**config.mk**
```make
export PLATFORM = sky130hd
export DESIGN_NAME = counting_register_flat
export DESIGN_NICKNAME = d
export VERILOG_FILES = /design/src/rtl/counting_register_if.sv /design/src/rtl/counting_register.sv /design/src/flat_wrapper.sv
export SDC_FILE = /design/constraint.sdc
export NUM_CORES = 1
export LEC_CHECK = 0
export CORE_ASPECT_RATIO = 1.5
export CORE_MARGIN = 3
export CORE_UTILIZATION = 28
export CTS_CLUSTER_DIAMETER = 50
export DETAILED_ROUTE_END_ITERATION = 8
export GPL_TIMING_DRIVEN = 0
export HOLD_SLACK_MARGIN = 0.15
export PLACE_DENSITY = 0.44
export SLEW_MARGIN = 20
export SYNTH_ARGS = -nofsm -noshare
export SYNTH_HDL_FRONTEND = slang
export SYNTH_SLANG_ARGS = --single-unit
export TNS_END_PERCENT = 1
```
**constraint.sdc**
```tcl
create_clock -name clk_i -period 5.9 [get_ports clk_i]
set_input_delay 1.77 -clock clk_i [delete_from_list [all_inputs] [get_ports clk_i]]
set_output_delay 1.77 -clock clk_i [all_outputs]
set_load 0.005 [all_outputs]
```
**src/rtl/counting_register_if.sv**
```systemverilog
// Control/status bundle between the control unit and a counting_register.
// The control unit drives strobes and operands; the register returns contents and flags.
interface counting_register_if #(
    parameter int unsigned WIDTH = 8
);
    logic             clear;
    logic             write_enable;
    logic             increment;
    logic             decrement;
    logic [WIDTH-1:0] step;
    logic [WIDTH-1:0] limit;
    logic [WIDTH-1:0] input_data;
    logic [WIDTH-1:0] output_data;
    logic             zero;
    logic             at_limit;
    logic             wrapped;

    modport master (
        output clear, write_enable, increment, decrement, step, limit, input_data,
        input  output_data, zero, at_limit, wrapped
    );

    modport slave (
        input  clear, write_enable, increment, decrement, step, limit, input_data,
        output output_data, zero, at_limit, wrapped
    );
endinterface

```
**src/rtl/counting_register.sv**
```systemverilog
// Load/increment/decrement/clear register with programmable step, inclusive upper limit,
// wrap or saturate on overflow, and registered ZERO/AT_LIMIT/WRAPPED status.
module counting_register #(
    parameter int unsigned WIDTH       = 8,
    parameter int unsigned RESET_VALUE = 0,
    parameter bit          SATURATE    = 1'b0
) (
    input logic                 clk_i,
    input logic                 rst_i,
    counting_register_if.slave  bus_io
);
    localparam logic [WIDTH-1:0] ResetVal = WIDTH'(RESET_VALUE);

    logic [WIDTH-1:0] data_q, data_d;
    logic             zero_q, zero_d;
    logic             at_limit_q, at_limit_d;
    logic             wrapped_q, wrapped_d;

    logic [WIDTH:0] cur_ext, step_ext, lim_ext, lim_p1;
    logic [WIDTH:0] sum, wrap_up, deficit, wrap_dn;

    always_comb begin
        cur_ext  = {1'b0, data_q};
        step_ext = {1'b0, bus_io.step};
        lim_ext  = {1'b0, bus_io.limit};
        lim_p1   = lim_ext + 1'b1;
        sum      = cur_ext + step_ext;
        wrap_up  = sum - lim_p1;
        deficit  = step_ext - cur_ext;
        wrap_dn  = lim_p1 - deficit;
    end

    always_comb begin
        data_d    = data_q;
        wrapped_d = 1'b0;
        if (bus_io.clear) begin
            data_d = ResetVal;
        end else if (bus_io.write_enable) begin
            data_d = bus_io.input_data;
        end else if (bus_io.increment && !bus_io.decrement) begin
            if (data_q > bus_io.limit) begin
                data_d    = SATURATE ? bus_io.limit : '0;
                wrapped_d = 1'b1;
            end else if (sum <= lim_ext) begin
                data_d = sum[WIDTH-1:0];
            end else begin
                wrapped_d = 1'b1;
                if (SATURATE) begin
                    data_d = bus_io.limit;
                end else if (wrap_up <= lim_ext) begin
                    data_d = wrap_up[WIDTH-1:0];
                end else begin
                    // Step larger than the whole range: park at 0 to stay in bounds.
                    data_d = '0;
                end
            end
        end else if (bus_io.decrement && !bus_io.increment) begin
            if (data_q > bus_io.limit) begin
                data_d    = bus_io.limit;
                wrapped_d = 1'b1;
            end else if (bus_io.step <= data_q) begin
                data_d = data_q - bus_io.step;
            end else begin
                wrapped_d = 1'b1;
                if (!SATURATE && (deficit <= lim_p1)) begin
                    data_d = wrap_dn[WIDTH-1:0];
                end else begin
                    data_d = '0;
                end
            end
        end
        zero_d     = (data_d == '0);
        at_limit_d = (data_d == bus_io.limit);
    end

    always_ff @(posedge clk_i or posedge rst_i) begin
        if (rst_i) begin
            data_q     <= ResetVal;
            zero_q     <= (ResetVal == '0);
            at_limit_q <= 1'b0;
            wrapped_q  <= 1'b0;
        end else begin
            data_q     <= data_d;
            zero_q     <= zero_d;
            at_limit_q <= at_limit_d;
            wrapped_q  <= wrapped_d;
        end
    end

    assign bus_io.output_data = data_q;
    assign bus_io.zero        = zero_q;
    assign bus_io.at_limit    = at_limit_q;
    assign bus_io.wrapped     = wrapped_q;
endmodule
```
**src/flat_wrapper.sv**
```systemverilog
// flat-port wrapper written by rule: the top's interface ports become plain ports
module counting_register_flat 
#(
    parameter int unsigned WIDTH       = 8,
    parameter int unsigned RESET_VALUE = 0,
    parameter bit          SATURATE    = 1'b0
)
  (clk_i, rst_i, bus_io_clear, bus_io_write_enable, bus_io_increment, bus_io_decrement, bus_io_step, bus_io_limit, bus_io_input_data, bus_io_output_data, bus_io_zero, bus_io_at_limit, bus_io_wrapped);
  counting_register_if #(.WIDTH(WIDTH)) bus_io_i ();
  input logic clk_i;
  input logic rst_i;
  input wire logic [$bits(bus_io_i.clear)-1:0] bus_io_clear;
  input wire logic [$bits(bus_io_i.write_enable)-1:0] bus_io_write_enable;
  input wire logic [$bits(bus_io_i.increment)-1:0] bus_io_increment;
  input wire logic [$bits(bus_io_i.decrement)-1:0] bus_io_decrement;
  input wire logic [$bits(bus_io_i.step)-1:0] bus_io_step;
  input wire logic [$bits(bus_io_i.limit)-1:0] bus_io_limit;
  input wire logic [$bits(bus_io_i.input_data)-1:0] bus_io_input_data;
  output wire logic [$bits(bus_io_i.output_data)-1:0] bus_io_output_data;
  output wire logic [$bits(bus_io_i.zero)-1:0] bus_io_zero;
  output wire logic [$bits(bus_io_i.at_limit)-1:0] bus_io_at_limit;
  output wire logic [$bits(bus_io_i.wrapped)-1:0] bus_io_wrapped;
  assign bus_io_i.clear = bus_io_clear;
  assign bus_io_i.write_enable = bus_io_write_enable;
  assign bus_io_i.increment = bus_io_increment;
  assign bus_io_i.decrement = bus_io_decrement;
  assign bus_io_i.step = bus_io_step;
  assign bus_io_i.limit = bus_io_limit;
  assign bus_io_i.input_data = bus_io_input_data;
  assign bus_io_output_data = bus_io_i.output_data;
  assign bus_io_zero = bus_io_i.zero;
  assign bus_io_at_limit = bus_io_i.at_limit;
  assign bus_io_wrapped = bus_io_i.wrapped;
  counting_register #(.WIDTH(WIDTH), .RESET_VALUE(RESET_VALUE), .SATURATE(SATURATE)) u_core (.clk_i(clk_i), .rst_i(rst_i), .bus_io(bus_io_i));
endmodule
```
==> impl_summary.txt <==
----------------------------------------------------
[Run status]
  Result of the run ... finished with violations
  Violations in the final reports ... setup timing

[Setup path]
  Flop-to-flop setup slack ... 0.33 ns
  Arrival @ worst endpoint ... 6.43 ns
  Setup crit start kind ... input port
  Critical setup path kind ... input port to flip-flop
  Critical-path top delay cell ... sky130_fd_sc_hd__or4_4
  Delay of the slowest cell on the worst path ... roughly 0.54 ns
  Critical path capture point type ... flip-flop
  Bufs and invs on worst path ... 2
  Gate family responsible for the most delay along the worst path ... simple AND/OR/NAND/NOR gates
  Critical path fanouts, max ... 3
  Required time at the worst-slack endpoint ... about 6.0 ns
  Series of cell instances along the critical path ... buf_8, ha_4, fa_2, nor2b_4, o21ai_2, nand2_2, xnor2_4, inv_2, ha_4, nor2_4, nor2_4, o41ai_4, xnor2_2, ha_2, or4_4, a211oi_4, o31ai_4, o41a_1, nand4_1, nand4_1, or4_4, nor4bb_4

[Timing]
  Setup repair after global routing missed its margin ... true
  Setup violations, final ... 2
  Normalized max-slew margin ... 0.578
  Fin crit share ... 1.07
  Final hold violations ... 0
  Hold Slack ... roughly 1.1 ns
  Highest Clock Rate ... 159 MHz
  Slew @ Worst Pin ... between 0.6 and 0.7 ns
  Setup Skew ... roughly 0.00081 ns
  Final Max Slew Viols ... 0
  Final critical-path setup slack ... -0.408 ns
  Minimum clock period ... ~6.3 ns
  Setup Total Neg Slack ... -0.792 ns

[Final layout]
  Sequential Area ... approximately 280 sq um
  Layout overhead on the synthesized area ... 38.4%
  Most common cell after layout, fill and taps aside ... sky130_fd_sc_hd__ha_1
  Antenna cells ... 0
  Highest-count cells in the layout ignoring fill and taps ... 60 x sky130_fd_sc_hd__ha_1, 50 x sky130_fd_sc_hd__inv_1, 37 x sky130_fd_sc_hd__buf_4
  Nets@finish ... a little over 700
  Count of fill cells added during filler insertion ... approximately 1400
  Area of the multi-input gates ... approximately 3700 sq um
  Share of post-route cells with drive strength above 1 ... 0.221

[Drt]
  Post-route met1 wirelength ... about 5.7 mm
  Routed via count ... 4264
  1st-iter DRT viols ... 240
  Detailed-routed wire length on met3 ... about 680 um
  Residual DRC count ... 0
  Per-cell via count in the routed design ... between 5 and 6
  Final wirelength ... around 16 mm
  Highest signal layer in the routed design ... met4
  Average wire length per cell after detail routing ... about 21 um
  Pre-antenna DRT Iters ... 7
  Detail Route Antenna Nets ... 0
  Met2 WL ... between 8 and 9 mm

[Synth]
  Post-synth net total ... 627
  Gate Count Post-Synth ... a little over 500
  Sequential element share of the synthesized area ... 0.0720
  Synthesis-stage register bit count ... 11
  Top FF cell, synth ... sky130_fd_sc_hd__dfrtp_1
  Number of flops mapped to enable cells by yosys ... 0
  Syn avg cell area ... between 7 and 8 sq um
  Async set-or-reset flop fraction in the synthesized netlist ... 1.00
  Number of distinct library cells after synthesis ... 66
  Number of warning messages in the yosys log ... 0
  Post-synthesis instance area ... between 3000 and 4000 sq um

[Place]
  Count of buffers from port buffering ... 36
  Final weighted congestion in routability-driven placement ... 0.926
  DP Worst Slack ... -2.08 ns
  Post-detail-place hpwl ... about 13 mm

[Power]
  Leakage power figure ... 2.33 nW
  Power density over the cells ... ~310 nW/um^2
  Overall power ... between 1.5 and 2 mW
  Maximum resistive drop on vdd ... about 0.12 mV

[Clock tree]
  Longest Clk Path Bufs ... 2
  Cell at the root of the clock tree ... sky130_fd_sc_hd__clkbuf_16
  Clock Pin Slew Worst Setup and Hold Paths ... ~0.040 ns
  Number of H-tree levels ... 1
  TritonCTS buffer count ... 3
  Clock tree from TritonCTS ... yes
  TritonCTS Sinks ... 11
  Clock latency at the later pin of the worst-skew pair ... 0.24 ns

[Floorplanning]
  Die width ... slightly above 100 um
  Rows ... between 50 and 60
  Die height ... between 100 and 150 um
  Top Ports ... just over 40
  Initial Utilization ... 0.291
  Area of the die ... roughly 15000 sq um
  Area inside the core boundary ... around 13000 sq um

[Flow run]
  Max-capacitance violation count ... 0

[Global route]
  Wire length of the first global-routing pass ... around 24 mm
  Global route total overflow ... 0
  Number of global-route vias before repair ... about 4200
  Global-route usage over all layers ... 0.206
  Number of antenna violations at the first check in global routing ... 0
  Pin count of the biggest net entering global routing ... 12

[Hold path]
  Hold crit path type ... flip-flop to flip-flop

----------------------------------------------------
==> tightest hold or removal path: cells and delay by family, from the launching register on <==
kind             cells  cell delay [ns]
flip-flops           1             0.57
AO/OA/AOI/OAI        2             0.26
AND/OR/NAND/NOR      2             0.26
==> sequential cells by signal, summed over array words and instances, names as in the netlist <==
name,flops
u_core.bus_io.wrapped,1
u_core.bus_io.output_data,8
u_core.bus_io.zero,1
u_core.bus_io.at_limit,1
==> layer usage <==
| metal | global-route usage | vias up |
|---|---|---|
| met2 | 0.380 | 145 |
| met3 | 0.0135 | 52 |
| li1 | - | 2053 |
| met1 | 0.222 | 2014 |
| met5 | 0 | - |
| met4 | 0.128 | 0 |
==> where the power goes <==
group,internal (mW),switching (mW)
Clock,0.0897,0.0344
Combinational,0.625,0.780
Sequential,0.0849,0.0218
==> stage by stage <==
| stage | area [sq um] | cells | util |
|---|---|---|---|
| 2_1_floorplan | 3940 | 519 | - |
| 3_3_place_gp | 4500 | 714 | 0.340 |
| 3_5_place_dp | 4500 | 714 | 0.340 |
| 4_1_cts | 5260 | 756 | 0.398 |
| 5_1_grt | 5320 | 757 | 0.402 |
| 6_report | 5320 | 757 | 0.402 |
==> cell type report <==
class | count | area share
clock buffer | 3 | 0.0141
clock inverter | 1 | 0.000941
multi-input combinational | 431 | 0.705
inverter | 59 | 0.0428
sequential | 11 | 0.0520
tap | 159 | 0.0374
timing repair buffer | 75 | 0.125
buffer | 18 | 0.0221
==> path summary, 6_finish.rpt <==
check | start | end | cells past startpoint
min in group asynchronous | rst_i | u_core.bus_io.output_data[7] | 2
setup / recovery | bus_io_step[0] | u_core.bus_io.at_limit | 22
max in group asynchronous | rst_i | u_core.bus_io.zero | 2
setup reg to reg | u_core.bus_io.output_data[1] | u_core.bus_io.at_limit | 20
hold / removal | u_core.bus_io.output_data[2] | u_core.bus_io.output_data[2] | 4
hold reg to reg | u_core.bus_io.output_data[2] | u_core.bus_io.output_data[2] | 4
==> synth_stat cells, drive strengths merged, types with 5 or more instances <==
library cell,n,share of area
a211oi,10,0.020
a21o,12,0.023
a21oi,35,0.046
a22oi,5,0.0098
a311oi,5,0.011
a31oi,9,0.015
buf,8,0.012
clkbuf,10,0.010
dfrtp,10,0.065
fa,5,0.026
ha,73,0.24
inv,59,0.058
nand2,28,0.027
nand2b,6,0.0098
nand3,22,0.029
nand4,15,0.024
nor2,37,0.036
nor2b,12,0.020
nor3,15,0.024
o211ai,8,0.016
o21a,7,0.014
o21ai,19,0.025
o21bai,6,0.012
o22ai,6,0.0098
xnor2,27,0.062
xor2,8,0.018
==> logic make-up after synthesis <==
kind of cell,after synthesis,synth area share
simple gates,162,0.219
compound gates,154,0.279
fa+ha+maj,79,0.266
buf+inv,77,0.0798
xor+xnor,35,0.0798
flops,11,0.0720
mux,1,0.00391
==> what timing repair did <==
action	in CTS	in global routing
setup buffers	38	1
hold buffers	0	0
pin swaps	39	7
endpoints found under the setup margin	10	5
cloned	0	0
resized for setup	98	11
(Power assumes the default switching activity.)
